[src/rtl/rv32i_regfile_mp_if.sv]
// Register-file bus: write port, parameterised read ports, PC control and ready status.
// The slave modport is the register file; the master modport is the core side.
interface rv32i_regfile_mp_if #(
    parameter int unsigned XLEN       = 32,
    parameter int unsigned REG_BITS   = 5,
    parameter int unsigned READ_PORTS = 2
);
    logic                             write_i;
    logic [REG_BITS-1:0]              rd_addr_i;
    logic [XLEN-1:0]                  data_i;
    logic [READ_PORTS*REG_BITS-1:0]   rs_addr_i;
    logic [READ_PORTS*XLEN-1:0]       rs_o;
    logic                             write_pc_i;
    logic                             increment_pc_i;
    logic [XLEN-1:0]                  data_pc_i;
    logic [XLEN-1:0]                  pc_o;
    logic                             ready_o;

    modport slave (
        input  write_i, rd_addr_i, data_i, rs_addr_i,
        input  write_pc_i, increment_pc_i, data_pc_i,
        output rs_o, pc_o, ready_o
    );

    modport master (
        output write_i, rd_addr_i, data_i, rs_addr_i,
        output write_pc_i, increment_pc_i, data_pc_i,
        input  rs_o, pc_o, ready_o
    );
endinterface

[src/rtl/rv32i_regfile_mp.sv]
// Multi-read-port RV32I register file with PC, write-first bypass, hard-wired x0
// and a post-reset sequencer that zeroes every entry before raising ready_o.
module rv32i_regfile_mp #(
    parameter int unsigned    XLEN       = 32,
    parameter int unsigned    REG_BITS   = 5,
    parameter int unsigned    READ_PORTS = 2,
    parameter int unsigned    PC_STEP    = 1,
    parameter logic [XLEN-1:0] RESET_PC  = '0
) (
    input  logic               clk_i,
    input  logic               rst_i,
    rv32i_regfile_mp_if.slave  bus
);
    localparam int unsigned DEPTH = 1 << REG_BITS;

    typedef enum logic {CLEAR, RUN} state_e;

    state_e                  state_q;
    logic [REG_BITS-1:0]     clr_cnt_q;
    logic [XLEN-1:0]         pc_q;
    logic                    ready_q;
    logic [READ_PORTS-1:0]   zero_q;
    logic [READ_PORTS-1:0]   byp_q;
    logic [XLEN-1:0]         byp_data_q;
    logic [XLEN-1:0]         rdata_q [READ_PORTS];
    logic [XLEN-1:0]         mem     [READ_PORTS][DEPTH];

    logic                    we;
    logic [REG_BITS-1:0]     waddr;
    logic [XLEN-1:0]         wdata;

    // The clear sequencer owns the write port until the file is ready.
    always_comb begin
        we    = 1'b0;
        waddr = clr_cnt_q;
        wdata = '0;
        if (state_q == CLEAR) begin
            we = 1'b1;
        end else begin
            we    = bus.write_i && (bus.rd_addr_i != '0);
            waddr = bus.rd_addr_i;
            wdata = bus.data_i;
        end
    end

    // One copy per read port, no reset, so each maps to a simple dual-port RAM.
    always_ff @(posedge clk_i) begin
        for (int unsigned k = 0; k < READ_PORTS; k++) begin
            if (we) begin
                mem[k][waddr] <= wdata;
            end
            rdata_q[k] <= mem[k][bus.rs_addr_i[k*REG_BITS +: REG_BITS]];
        end
    end

    always_ff @(posedge clk_i or posedge rst_i) begin
        if (rst_i) begin
            state_q    <= CLEAR;
            clr_cnt_q  <= '0;
            pc_q       <= RESET_PC;
            ready_q    <= 1'b0;
            zero_q     <= '1;
            byp_q      <= '0;
            byp_data_q <= '0;
        end else begin
            byp_data_q <= bus.data_i;
            case (state_q)
                CLEAR: begin
                    clr_cnt_q <= clr_cnt_q + REG_BITS'(1);
                    zero_q    <= '1;
                    byp_q     <= '0;
                    if (clr_cnt_q == '1) begin
                        state_q <= RUN;
                        ready_q <= 1'b1;
                    end
                end
                RUN: begin
                    if (bus.write_pc_i) begin
                        pc_q <= bus.data_pc_i;
                    end else if (bus.increment_pc_i) begin
                        pc_q <= pc_q + XLEN'(PC_STEP);
                    end
                    // Flags are resolved at the edge so the output mux never sees the array combinationally.
                    for (int unsigned k = 0; k < READ_PORTS; k++) begin
                        zero_q[k] <= (bus.rs_addr_i[k*REG_BITS +: REG_BITS] == '0);
                        byp_q[k]  <= we && (waddr == bus.rs_addr_i[k*REG_BITS +: REG_BITS]);
                    end
                end
                default: state_q <= CLEAR;
            endcase
        end
    end

    always_comb begin
        bus.rs_o = '0;
        for (int unsigned k = 0; k < READ_PORTS; k++) begin
            if (zero_q[k]) begin
                bus.rs_o[k*XLEN +: XLEN] = '0;
            end else if (byp_q[k]) begin
                bus.rs_o[k*XLEN +: XLEN] = byp_data_q;
            end else begin
                bus.rs_o[k*XLEN +: XLEN] = rdata_q[k];
            end
        end
    end

    assign bus.pc_o    = pc_q;
    assign bus.ready_o = ready_q;

endmodule

[src/flat_wrapper.sv]
// flat-port wrapper written by rule: the top's interface ports become plain ports
module rv32i_regfile_mp_flat 
#(
    parameter int unsigned    XLEN       = 32,
    parameter int unsigned    REG_BITS   = 5,
    parameter int unsigned    READ_PORTS = 2,
    parameter int unsigned    PC_STEP    = 1,
    parameter logic [XLEN-1:0] RESET_PC  = '0
)
  (clk_i, rst_i, bus_write_i, bus_rd_addr_i, bus_data_i, bus_rs_addr_i, bus_write_pc_i, bus_increment_pc_i, bus_data_pc_i, bus_rs_o, bus_pc_o, bus_ready_o);
  rv32i_regfile_mp_if #(.XLEN(XLEN), .REG_BITS(REG_BITS), .READ_PORTS(READ_PORTS)) bus_i ();
  input  logic clk_i;
  input  logic rst_i;
  input wire logic [$bits(bus_i.write_i)-1:0] bus_write_i;
  input wire logic [$bits(bus_i.rd_addr_i)-1:0] bus_rd_addr_i;
  input wire logic [$bits(bus_i.data_i)-1:0] bus_data_i;
  input wire logic [$bits(bus_i.rs_addr_i)-1:0] bus_rs_addr_i;
  input wire logic [$bits(bus_i.write_pc_i)-1:0] bus_write_pc_i;
  input wire logic [$bits(bus_i.increment_pc_i)-1:0] bus_increment_pc_i;
  input wire logic [$bits(bus_i.data_pc_i)-1:0] bus_data_pc_i;
  output wire logic [$bits(bus_i.rs_o)-1:0] bus_rs_o;
  output wire logic [$bits(bus_i.pc_o)-1:0] bus_pc_o;
  output wire logic [$bits(bus_i.ready_o)-1:0] bus_ready_o;
  assign bus_i.write_i = bus_write_i;
  assign bus_i.rd_addr_i = bus_rd_addr_i;
  assign bus_i.data_i = bus_data_i;
  assign bus_i.rs_addr_i = bus_rs_addr_i;
  assign bus_i.write_pc_i = bus_write_pc_i;
  assign bus_i.increment_pc_i = bus_increment_pc_i;
  assign bus_i.data_pc_i = bus_data_pc_i;
  assign bus_rs_o = bus_i.rs_o;
  assign bus_pc_o = bus_i.pc_o;
  assign bus_ready_o = bus_i.ready_o;
  rv32i_regfile_mp #(.XLEN(XLEN), .REG_BITS(REG_BITS), .READ_PORTS(READ_PORTS), .PC_STEP(PC_STEP), .RESET_PC(RESET_PC)) u_core (.clk_i(clk_i), .rst_i(rst_i), .bus(bus_i));
endmodule
[config.mk]
export PLATFORM = sky130hd
export DESIGN_NAME = rv32i_regfile_mp_flat
export DESIGN_NICKNAME = d
export VERILOG_FILES = /design/src/rtl/rv32i_regfile_mp_if.sv /design/src/rtl/rv32i_regfile_mp.sv /design/src/flat_wrapper.sv
export SDC_FILE = /design/constraint.sdc
export NUM_CORES = 1
export LEC_CHECK = 0
export BUFFER_PORTS_ARGS = -buffer_cell sky130_fd_sc_hd__buf_2
export CAP_MARGIN = 40
export CORE_MARGIN = 3
export CORE_UTILIZATION = 35
export CTS_BUF_LIST = sky130_fd_sc_hd__clkbuf_8
export CTS_CLUSTER_DIAMETER = 100
export DETAILED_ROUTE_END_ITERATION = 7
export PLACE_DENSITY = 0.57
export REMOVE_ABC_BUFFERS = 1
export SYNTH_ARGS = -nofsm -noshare
export SYNTH_HDL_FRONTEND = slang
export SYNTH_SLANG_ARGS = --single-unit
[constraint.sdc]
create_clock -name clk_i -period 3.06 [get_ports clk_i]
set_input_delay 0.153 -clock clk_i [delete_from_list [all_inputs] [get_ports clk_i]]
set_output_delay 0.153 -clock clk_i [all_outputs]
set_load 0.005 [all_outputs]
==> results of run 1 <==
-- cells in the mapped netlist (26+ instances only) --
cell type | instances | area, µm²
sky130_fd_sc_hd__o21ai_0 | 26 | 130.1
sky130_fd_sc_hd__o211ai_1 | 64 | 480.5
sky130_fd_sc_hd__nor2_1 | 124 | 465.5
sky130_fd_sc_hd__mux2_2 | 69 | 777.0
sky130_fd_sc_hd__buf_2 | 68 | 340.3
sky130_fd_sc_hd__a22oi_1 | 35 | 262.8
sky130_fd_sc_hd__o22ai_1 | 65 | 406.6
sky130_fd_sc_hd__a221oi_1 | 54 | 473.0
sky130_fd_sc_hd__mux4_2 | 448 | 10090
sky130_fd_sc_hd__dfxtp_1 | 64 | 1281
sky130_fd_sc_hd__o21a_1 | 34 | 255.2
sky130_fd_sc_hd__a21oi_1 | 27 | 135.1
sky130_fd_sc_hd__clkbuf_1 | 116 | 435.4
sky130_fd_sc_hd__mux2i_1 | 298 | 2983
sky130_fd_sc_hd__nand3_1 | 31 | 155.2
sky130_fd_sc_hd__nand2_1 | 172 | 645.6
sky130_fd_sc_hd__and2_1 | 37 | 231.5
sky130_fd_sc_hd__dfrtp_1 | 73 | 1827
sky130_fd_sc_hd__edfxtp_1 | 1024 | 30750
-- critical path: cells and delay by family (launching register included) --
| kind | cells | cell delay, ns |
|---|---|---|
| compound gates | 2 | 0.20 |
| buf+inv | 2 | 1.13 |
| simple gates | 3 | 0.80 |
| flops | 1 | 0.44 |
| fa+ha+maj | 1 | 0.25 |
-- final timing paths --
| check | start | end | slack (ns) | cells after the start |
|---|---|---|---|---|
| max | u_core.bus.pc_o[0] | u_core.bus.pc_o[14] | 0.17 | 8 |
| min | bus_rs_addr_i[1] | u_core.byp_q[0] | 0.17 | 4 |
| max reg2reg | u_core.bus.pc_o[0] | u_core.bus.pc_o[14] | 0.17 | 8 |
| min reg2reg | u_core.bus.ready_o | u_core.bus.ready_o | 0.46 | 1 |
| max in group asynchronous | rst_i | u_core.byp_data_q[17] | 1.56 | 6 |
| min in group asynchronous | rst_i | u_core.bus.pc_o[23] | 0.51 | 4 |
-- registers in the layout, summed over array words and instances (netlist names) --
register and cells:
u_core.rdata_q 64, u_core.byp_q 2, u_core.bus.pc_o 32, u_core.bus.ready_o 1, u_core.mem 1024, u_core.clr_cnt_q 5
u_core.byp_data_q 32, u_core.zero_q 2, u_core.state_q 1
-- cells by family after synthesis --
family	share of synthesized area, %
flip-flops	63.40
AO/OA/AOI/OAI	4.718
AND/OR/NAND/NOR	3.612
buffers and inverters	2.117
XOR/XNOR	0.1965
multiplexers	25.89
adder cells (fa/ha/maj)	0.07018
-- stage by stage --
| stage | power [µW] | instance area, µm² |
|---|---|---|
| after floorplan | 19440 | 52390 |
| after global placement | 21110 | 58240 |
| after detailed placement | 21120 | 58300 |
| after CTS | 36230 | 64150 |
| after global routing | 37200 | 64160 |
| final | 35820 | 64160 |
-- what timing repair did --
item,in CTS,in global routing
hold endpoints to repair,1176,0
resized for setup,0,2
endpoints found under the setup margin,0,2
hold buffers,165,0
-- power breakdown --
group	switching, µW	internal (µW)	total [µW]
Combinational	1830	1490	3320
Sequential	190	17500	17700
Clock	6680	8140	14800
-- cell type report --
class	count	area share [%]
clock buffers	218	4.677
inverters	9	0.06436
flip-flops and latches	1163	52.87
clock inverters	149	1.868
multi-input cells	1605	29.20
diodes	1	0.003900
well taps	2016	3.932
repair buffers	565	7.380
-- metal layers --
layer  vias up  GRT usage (%)  wire length (µm)
li1      13640              -                 -
met1     17200          29.19             69730
met2      1657          34.00             80370
met3       293          4.638             14130
met4         0          7.178              5288
met5         -              0                 0
==> metrics.log, run 1 <==
INFO  metric grt_first_pass_wirelength = 242400 µm
INFO  metric critical-path-top-cell-by-count = sky130_fd_sc_hd__dlygate4sd3_1
INFO  metric timing_worst_slew_pin_value = 0.8509 ns
INFO  metric required = 3.86 ns
INFO  metric hold_violations = 0
INFO  metric detailedRoute.firstIterationViolations = 3618
INFO  metric vias = 32780
INFO  metric ir_worst_vdd = 0.4128 mV
INFO  metric portBuffers = 180
INFO  metric detail_route.wirelength = 169500 µm
INFO  metric multi_input_gate_area_in_the_final_layout = 18740 µm²
INFO  metric critical_path.max_stage_delay = 0.57 ns
INFO  metric route.detailed.drc = 0
INFO  metric synth_enable_flop_cells = 1024
INFO  metric worstPathCellList = ha_1 > and3_1 > nand3_2 > nor4_1 > a21oi_1 > dlygate4sd3_1 > o2bb2ai_1 > dlygate4sd3_1
INFO  metric finalSetupViolations = 0
INFO  metric cpMaxStageDelayCell = sky130_fd_sc_hd__dlygate4sd3_1
INFO  metric worst-path-max-fanout = 9
INFO  metric nets = 3625
INFO  metric worst_setup_path_start_kind = register
INFO  metric core_region_area = 150800 µm²
INFO  metric finalWorstSetupSlack = 0.1673 ns
INFO  metric gp_congestion = 0.8261
INFO  metric clock_path_buffers = 3
INFO  metric hold-worst-slack = 0.1745 ns
INFO  metric place.detailed.instances = 5193
INFO  metric clkLatencyLatePin = 0.91 ns
INFO  metric final_instance_count_excl_fillers = 5726
INFO  metric syn_avg_cell_area = 17.74 µm²
INFO  metric yosysUniqueCellTypes = 60
INFO  metric first_global_vias = 33450
INFO  metric syn_inst = 3015
INFO  metric timing.setup.critical_path_class = register to register
INFO  metric flop_and_latch_count_out_of_synthesis = 1163
INFO  metric layout.filler_cells = 13290
INFO  metric gr-total-overflow = 0
INFO  metric drive_above_1_share = 34.05%
INFO  metric clock_tree_from_tritoncts = yes
INFO  metric grt_start_max_net_pins = 56
INFO  metric final.setup.tns = 0 ns
INFO  metric timing.fmax = 0.3457 GHz
INFO  metric clock-sinks = 1163
INFO  metric worstSetupEndpointType = register
INFO  metric post_cts_buffers = 0
INFO  metric final_cell_mix = sky130_fd_sc_hd__edfxtp_1, sky130_fd_sc_hd__mux4_2, sky130_fd_sc_hd__mux2i_1
INFO  metric pre_cts_ws = 0.3740 ns
INFO  metric postRouteAntennaNets = 0
INFO  metric final_core_util = 42.53%
INFO  metric io_pins = 181
INFO  metric synth_seq_area_share = 63.40%
INFO  metric detail_route.first_pass.iterations = 5
INFO  metric min_period_over_period = 94.53%
INFO  metric avgRoutedWirePerCell = 29.61 µm
INFO  metric grt_usage = 21.38%
INFO  metric dpl_hpwl = 107200 µm
INFO  metric p_leak = 0.02182 µW
INFO  metric clock_root_buffer = sky130_fd_sc_hd__clkbuf_8
INFO  metric yosys_warnings = 0
INFO  metric layout.cells.most_common = sky130_fd_sc_hd__edfxtp_1
INFO  metric cts_buffers = 194
INFO  metric initial_antenna_violation_count = 9
INFO  metric clkTransAtPathRegs = 0.06 ns
INFO  metric arrival = 3.69 ns
INFO  metric synthFlopType = sky130_fd_sc_hd__edfxtp_1
INFO  metric class_of_the_tightest_hold_or_removal_check = input pin to register
INFO  metric drv_slew = 0
INFO  metric synth-async-reset-ratio = 6.449%
INFO  metric post-route-min-period = 2.893 ns
INFO  metric layout.area.seq = 33920 µm²
INFO  metric status = complete, no violations
INFO  metric chipHeight = 396.9 µm
INFO  metric setup_skew_after_layout = 0.05652 ns
INFO  metric initial_utilization = 35.46%
INFO  metric fp.dieArea = 157600 µm²
INFO  metric areaGrowthSynthToFinish = 19.94%
INFO  metric rsz0062_at_grt = no
INFO  metric post_synthesis_cell_area = 53490 µm²
INFO  metric detail_route.vias_per_cell = 5.725
INFO  metric power.density_cell_area = 558.3 nW/µm²
INFO  metric htree_levels = 4
INFO  metric maxSlewHeadroom = 43.14%
INFO  metric max_capacitance_violation_total = 0
INFO  metric rows = 142
INFO  metric die_w = 396.9 µm
Note: power is estimated with default switching activity, not from simulation.
==> inputs of run 2 (changes only) <==
--- a/config.mk
+++ b/config.mk
@@ -5,14 +5,14 @@
 export SDC_FILE = /design/constraint.sdc
 export NUM_CORES = 1
 export LEC_CHECK = 0
-export BUFFER_PORTS_ARGS = -buffer_cell sky130_fd_sc_hd__buf_2
 export CAP_MARGIN = 40
 export CORE_MARGIN = 3
 export CORE_UTILIZATION = 35
 export CTS_BUF_LIST = sky130_fd_sc_hd__clkbuf_8
 export CTS_CLUSTER_DIAMETER = 100
 export DETAILED_ROUTE_END_ITERATION = 7
-export PLACE_DENSITY = 0.57
+export DONT_BUFFER_PORTS = 1
+export PLACE_DENSITY_LB_ADDON = 0.12
 export REMOVE_ABC_BUFFERS = 1
 export SYNTH_ARGS = -nofsm -noshare
 export SYNTH_HDL_FRONTEND = slang
==> run 2 against run 1 <==
Global-route usage up 2.9 points; sequential power about the same; sequential cell count unchanged; sequential share of layout area up 0.78 points; critical path depth down 2; maximum frequency down 5.0%; cell area down 1.4%; clock power down 4%.
==> metrics.log, run 2 (synthesized netlist as in run 1, its figures left out) <==
INFO  metric final_instance_count_excl_fillers = 5549 (-3.1%)
INFO  metric portBuffers = 0 (-100%)
INFO  metric htree_levels = 4 (unchanged)
INFO  metric vias = 32590 (-0.60%)
INFO  metric place.detailed.instances = 4928 (-5.1%)
INFO  metric clock_tree_from_tritoncts = yes
INFO  metric worstPathCellList = mux4_2 > mux2_2 > a221oi_2 > dlygate4sd3_1 > a221oi_1 > dlygate4sd3_1
INFO  metric cpMaxStageDelayCell = sky130_fd_sc_hd__dlygate4sd3_1
INFO  metric grt_usage = 24.30% (+2.9 points)
INFO  metric final_core_util = 41.93% (-0.60 points)
INFO  metric core_region_area = 150800 µm² (unchanged)
INFO  metric clkTransAtPathRegs = 0.06 ns (about the same)
INFO  metric gp_congestion = 0.8550 (+3.5%)
INFO  metric nets = 3442 (-5.0%)
INFO  metric class_of_the_tightest_hold_or_removal_check = input pin to register
INFO  metric max_flop_register = u_core.mem
INFO  metric finalSetupViolations = 0 (unchanged)
INFO  metric clock-sinks = 1163 (unchanged)
INFO  metric critical_path.max_stage_delay = 0.67 ns (+0.10 ns)
INFO  metric grt_first_pass_wirelength = 268900 µm (+11%)
INFO  metric initial_antenna_violation_count = 7 (-2)
INFO  metric worstSetupEndpointType = register
INFO  metric layout.cells.most_common = sky130_fd_sc_hd__edfxtp_1
INFO  metric chipHeight = 396.9 µm (unchanged)
INFO  metric final_cell_mix = sky130_fd_sc_hd__edfxtp_1, sky130_fd_sc_hd__mux4_2, sky130_fd_sc_hd__mux2i_1
INFO  metric timing_worst_slew_pin_value = 1.469 ns (+0.6179 ns)
INFO  metric power_frac_seq = 50.6% (+1.3 points)
INFO  metric grt_start_max_net_pins = 253 (+350%)
INFO  metric dpl_hpwl = 98310 µm (-8.3%)
INFO  metric rows = 142 (unchanged)
INFO  metric worst-path-max-fanout = 2 (-7)
INFO  metric worst_setup_path_start_kind = register
INFO  metric required = 3.85 ns (about the same)
INFO  metric setup_skew_after_layout = 0.04460 ns (-0.01192 ns)
INFO  metric power = 34950 µW (-2.4%)
INFO  metric clock_power_share = 40.6% (-0.8 points)
INFO  metric p_comb_share = 8.8% (-0.5 points)
INFO  metric largest_reg_flops = 1024 (unchanged)
INFO  metric max_capacitance_violation_total = 0 (unchanged)
INFO  metric route.detailed.drc = 0 (unchanged)
INFO  metric drive_above_1_share = 29.02% (-5.0 points)
INFO  metric power.density_cell_area = 552.5 nW/µm² (-1.0%)
INFO  metric clock_path_buffers = 3 (unchanged)
INFO  metric clock_root_buffer = sky130_fd_sc_hd__clkbuf_8
INFO  metric clkLatencyLatePin = 0.93 ns (+0.02 ns)
INFO  metric final.setup.tns = 0 ns (unchanged)
INFO  metric power.net_switching = 8590 µW (-1.4%)
INFO  metric areaGrowthSynthToFinish = 18.25%
INFO  metric first_global_vias = 34540 (+3.3%)
INFO  metric hold_violations = 0 (unchanged)
INFO  metric detail_route.first_pass.iterations = 5 (unchanged)
INFO  metric rsz0062_at_grt = no
INFO  metric min_period_over_period = 99.55% (+5.0 points)
INFO  metric status = complete, no violations
INFO  metric post-route-min-period = 3.046 ns (+0.1536 ns)
INFO  metric p_sw_share = 24.58% (+0.26 points)
INFO  metric critical-path-top-cell-by-count = sky130_fd_sc_hd__dlygate4sd3_1
INFO  metric gr-total-overflow = 0 (unchanged)
INFO  metric detailedRoute.firstIterationViolations = 3002 (-17%)
INFO  metric reg.largest.list = u_core.mem x1024, u_core.rdata_q x64
INFO  metric maxSlewHeadroom = 2.083% (-41 points)
INFO  metric detail_route.wirelength = 192100 µm (+13%)
INFO  metric timing.setup.critical_path_class = register to register
INFO  metric timing.fmax = 0.3283 GHz (-5.0%)
INFO  metric avgRoutedWirePerCell = 34.63 µm (+17%)
INFO  metric layout.filler_cells = 13360 (+0.57%)
INFO  metric die_w = 396.9 µm (unchanged)
INFO  metric hold-worst-slack = 0.1112 ns (-0.06339 ns)
INFO  metric cell_internal_pwr = 26360 µW (-2.8%)
INFO  metric detail_route.vias_per_cell = 5.872 (+2.6%)
INFO  metric postRouteAntennaNets = 0 (unchanged)
INFO  metric cts_buffers = 201 (+3.6%)
INFO  metric drv_slew = 0 (unchanged)
INFO  metric initial_utilization = 35.46% (unchanged)
INFO  metric arrival = 3.83 ns (+0.14 ns)
INFO  metric fp.dieArea = 157600 µm² (unchanged)
INFO  metric ir_worst_vdd = 0.3436 mV (-17%)
INFO  metric io_pins = 181 (unchanged)
INFO  metric p_leak = 0.02102 µW (-3.7%)
==> run 2: timing repair <==
action | CTS | global route
setup buffers | 0 | 2
hold endpoints to repair | 1236 | 0
endpoints found under the setup margin | 0 | 10
resized for setup | 0 | 10
hold buffers | 234 | 0
==> run 2: worst max-delay path, delay by kind of cell (launching register included) <==
family	cells	cell delay, ns
buffers and inverters	2	1.26
AOI/OAI and AO/OA	2	0.41
DFF	1	0.39
muxes	2	0.85
==> run 2: power by group through the flow <==
stage	clock network (µW)	logic, µW	registers [µW]
floorplan	0	1520	17900
global placement	0	2270	18000
detailed placement	0	2300	18000
CTS	14500	3070	17700
global route	15300	3260	17700
finish	14200	3090	17700
==> run 2: final timing paths <==
| kind | from | end | slack [ns] | cells past startpoint |
|---|---|---|---|---|
| max | u_core.mem[0][1053] | u_core.rdata_q[0][29] | 0.01 | 6 |
| max in group asynchronous | rst_i | u_core.byp_data_q[27] | 1.78 | 5 |
| max reg2reg | u_core.mem[0][1053] | u_core.rdata_q[0][29] | 0.01 | 6 |
| min in group asynchronous | rst_i | u_core.byp_data_q[21] | 0.62 | 4 |
| min | bus_rs_addr_i[3] | u_core.rdata_q[0][11] | 0.11 | 3 |
| min reg2reg | u_core.clr_cnt_q[2] | u_core.clr_cnt_q[2] | 0.55 | 1 |
==> run 2: final cells by class <==
type	instances	area, µm²	share of cell area, %
Antenna cell	5	12.51	0.01978
Clock inverter	147	885.9	1.401
Tap cell	2016	2522	3.988
Multi-Input combinational cell	1605	18750	29.65
Sequential cell	1163	33930	53.65
Timing Repair Buffer	375	3951	6.247
Clock buffer	229	3152	4.983
Inverter	9	41.29	0.06528
==> run 2: stage by stage <==
stage	cell area [µm²]	setup WS, ns
floorplan	52390	-0.7216
global placement	56420	0.3550
detailed placement	56460	0.3150
CTS	63130	0.01498
global route	63240	0.00002887
finish	63250	0.01376
==> run 2: layer usage <==
layer / global-route usage [%] / wire (µm) / vias to the layer above
met4: 8.307 / 6285 / 2
met1: 31.37 / 78230 / 17680
li1: - / - / 13250
met3: 4.486 / 11580 / 295
met5: 0 / 13 / -
met2: 41.20 / 96030 / 1354
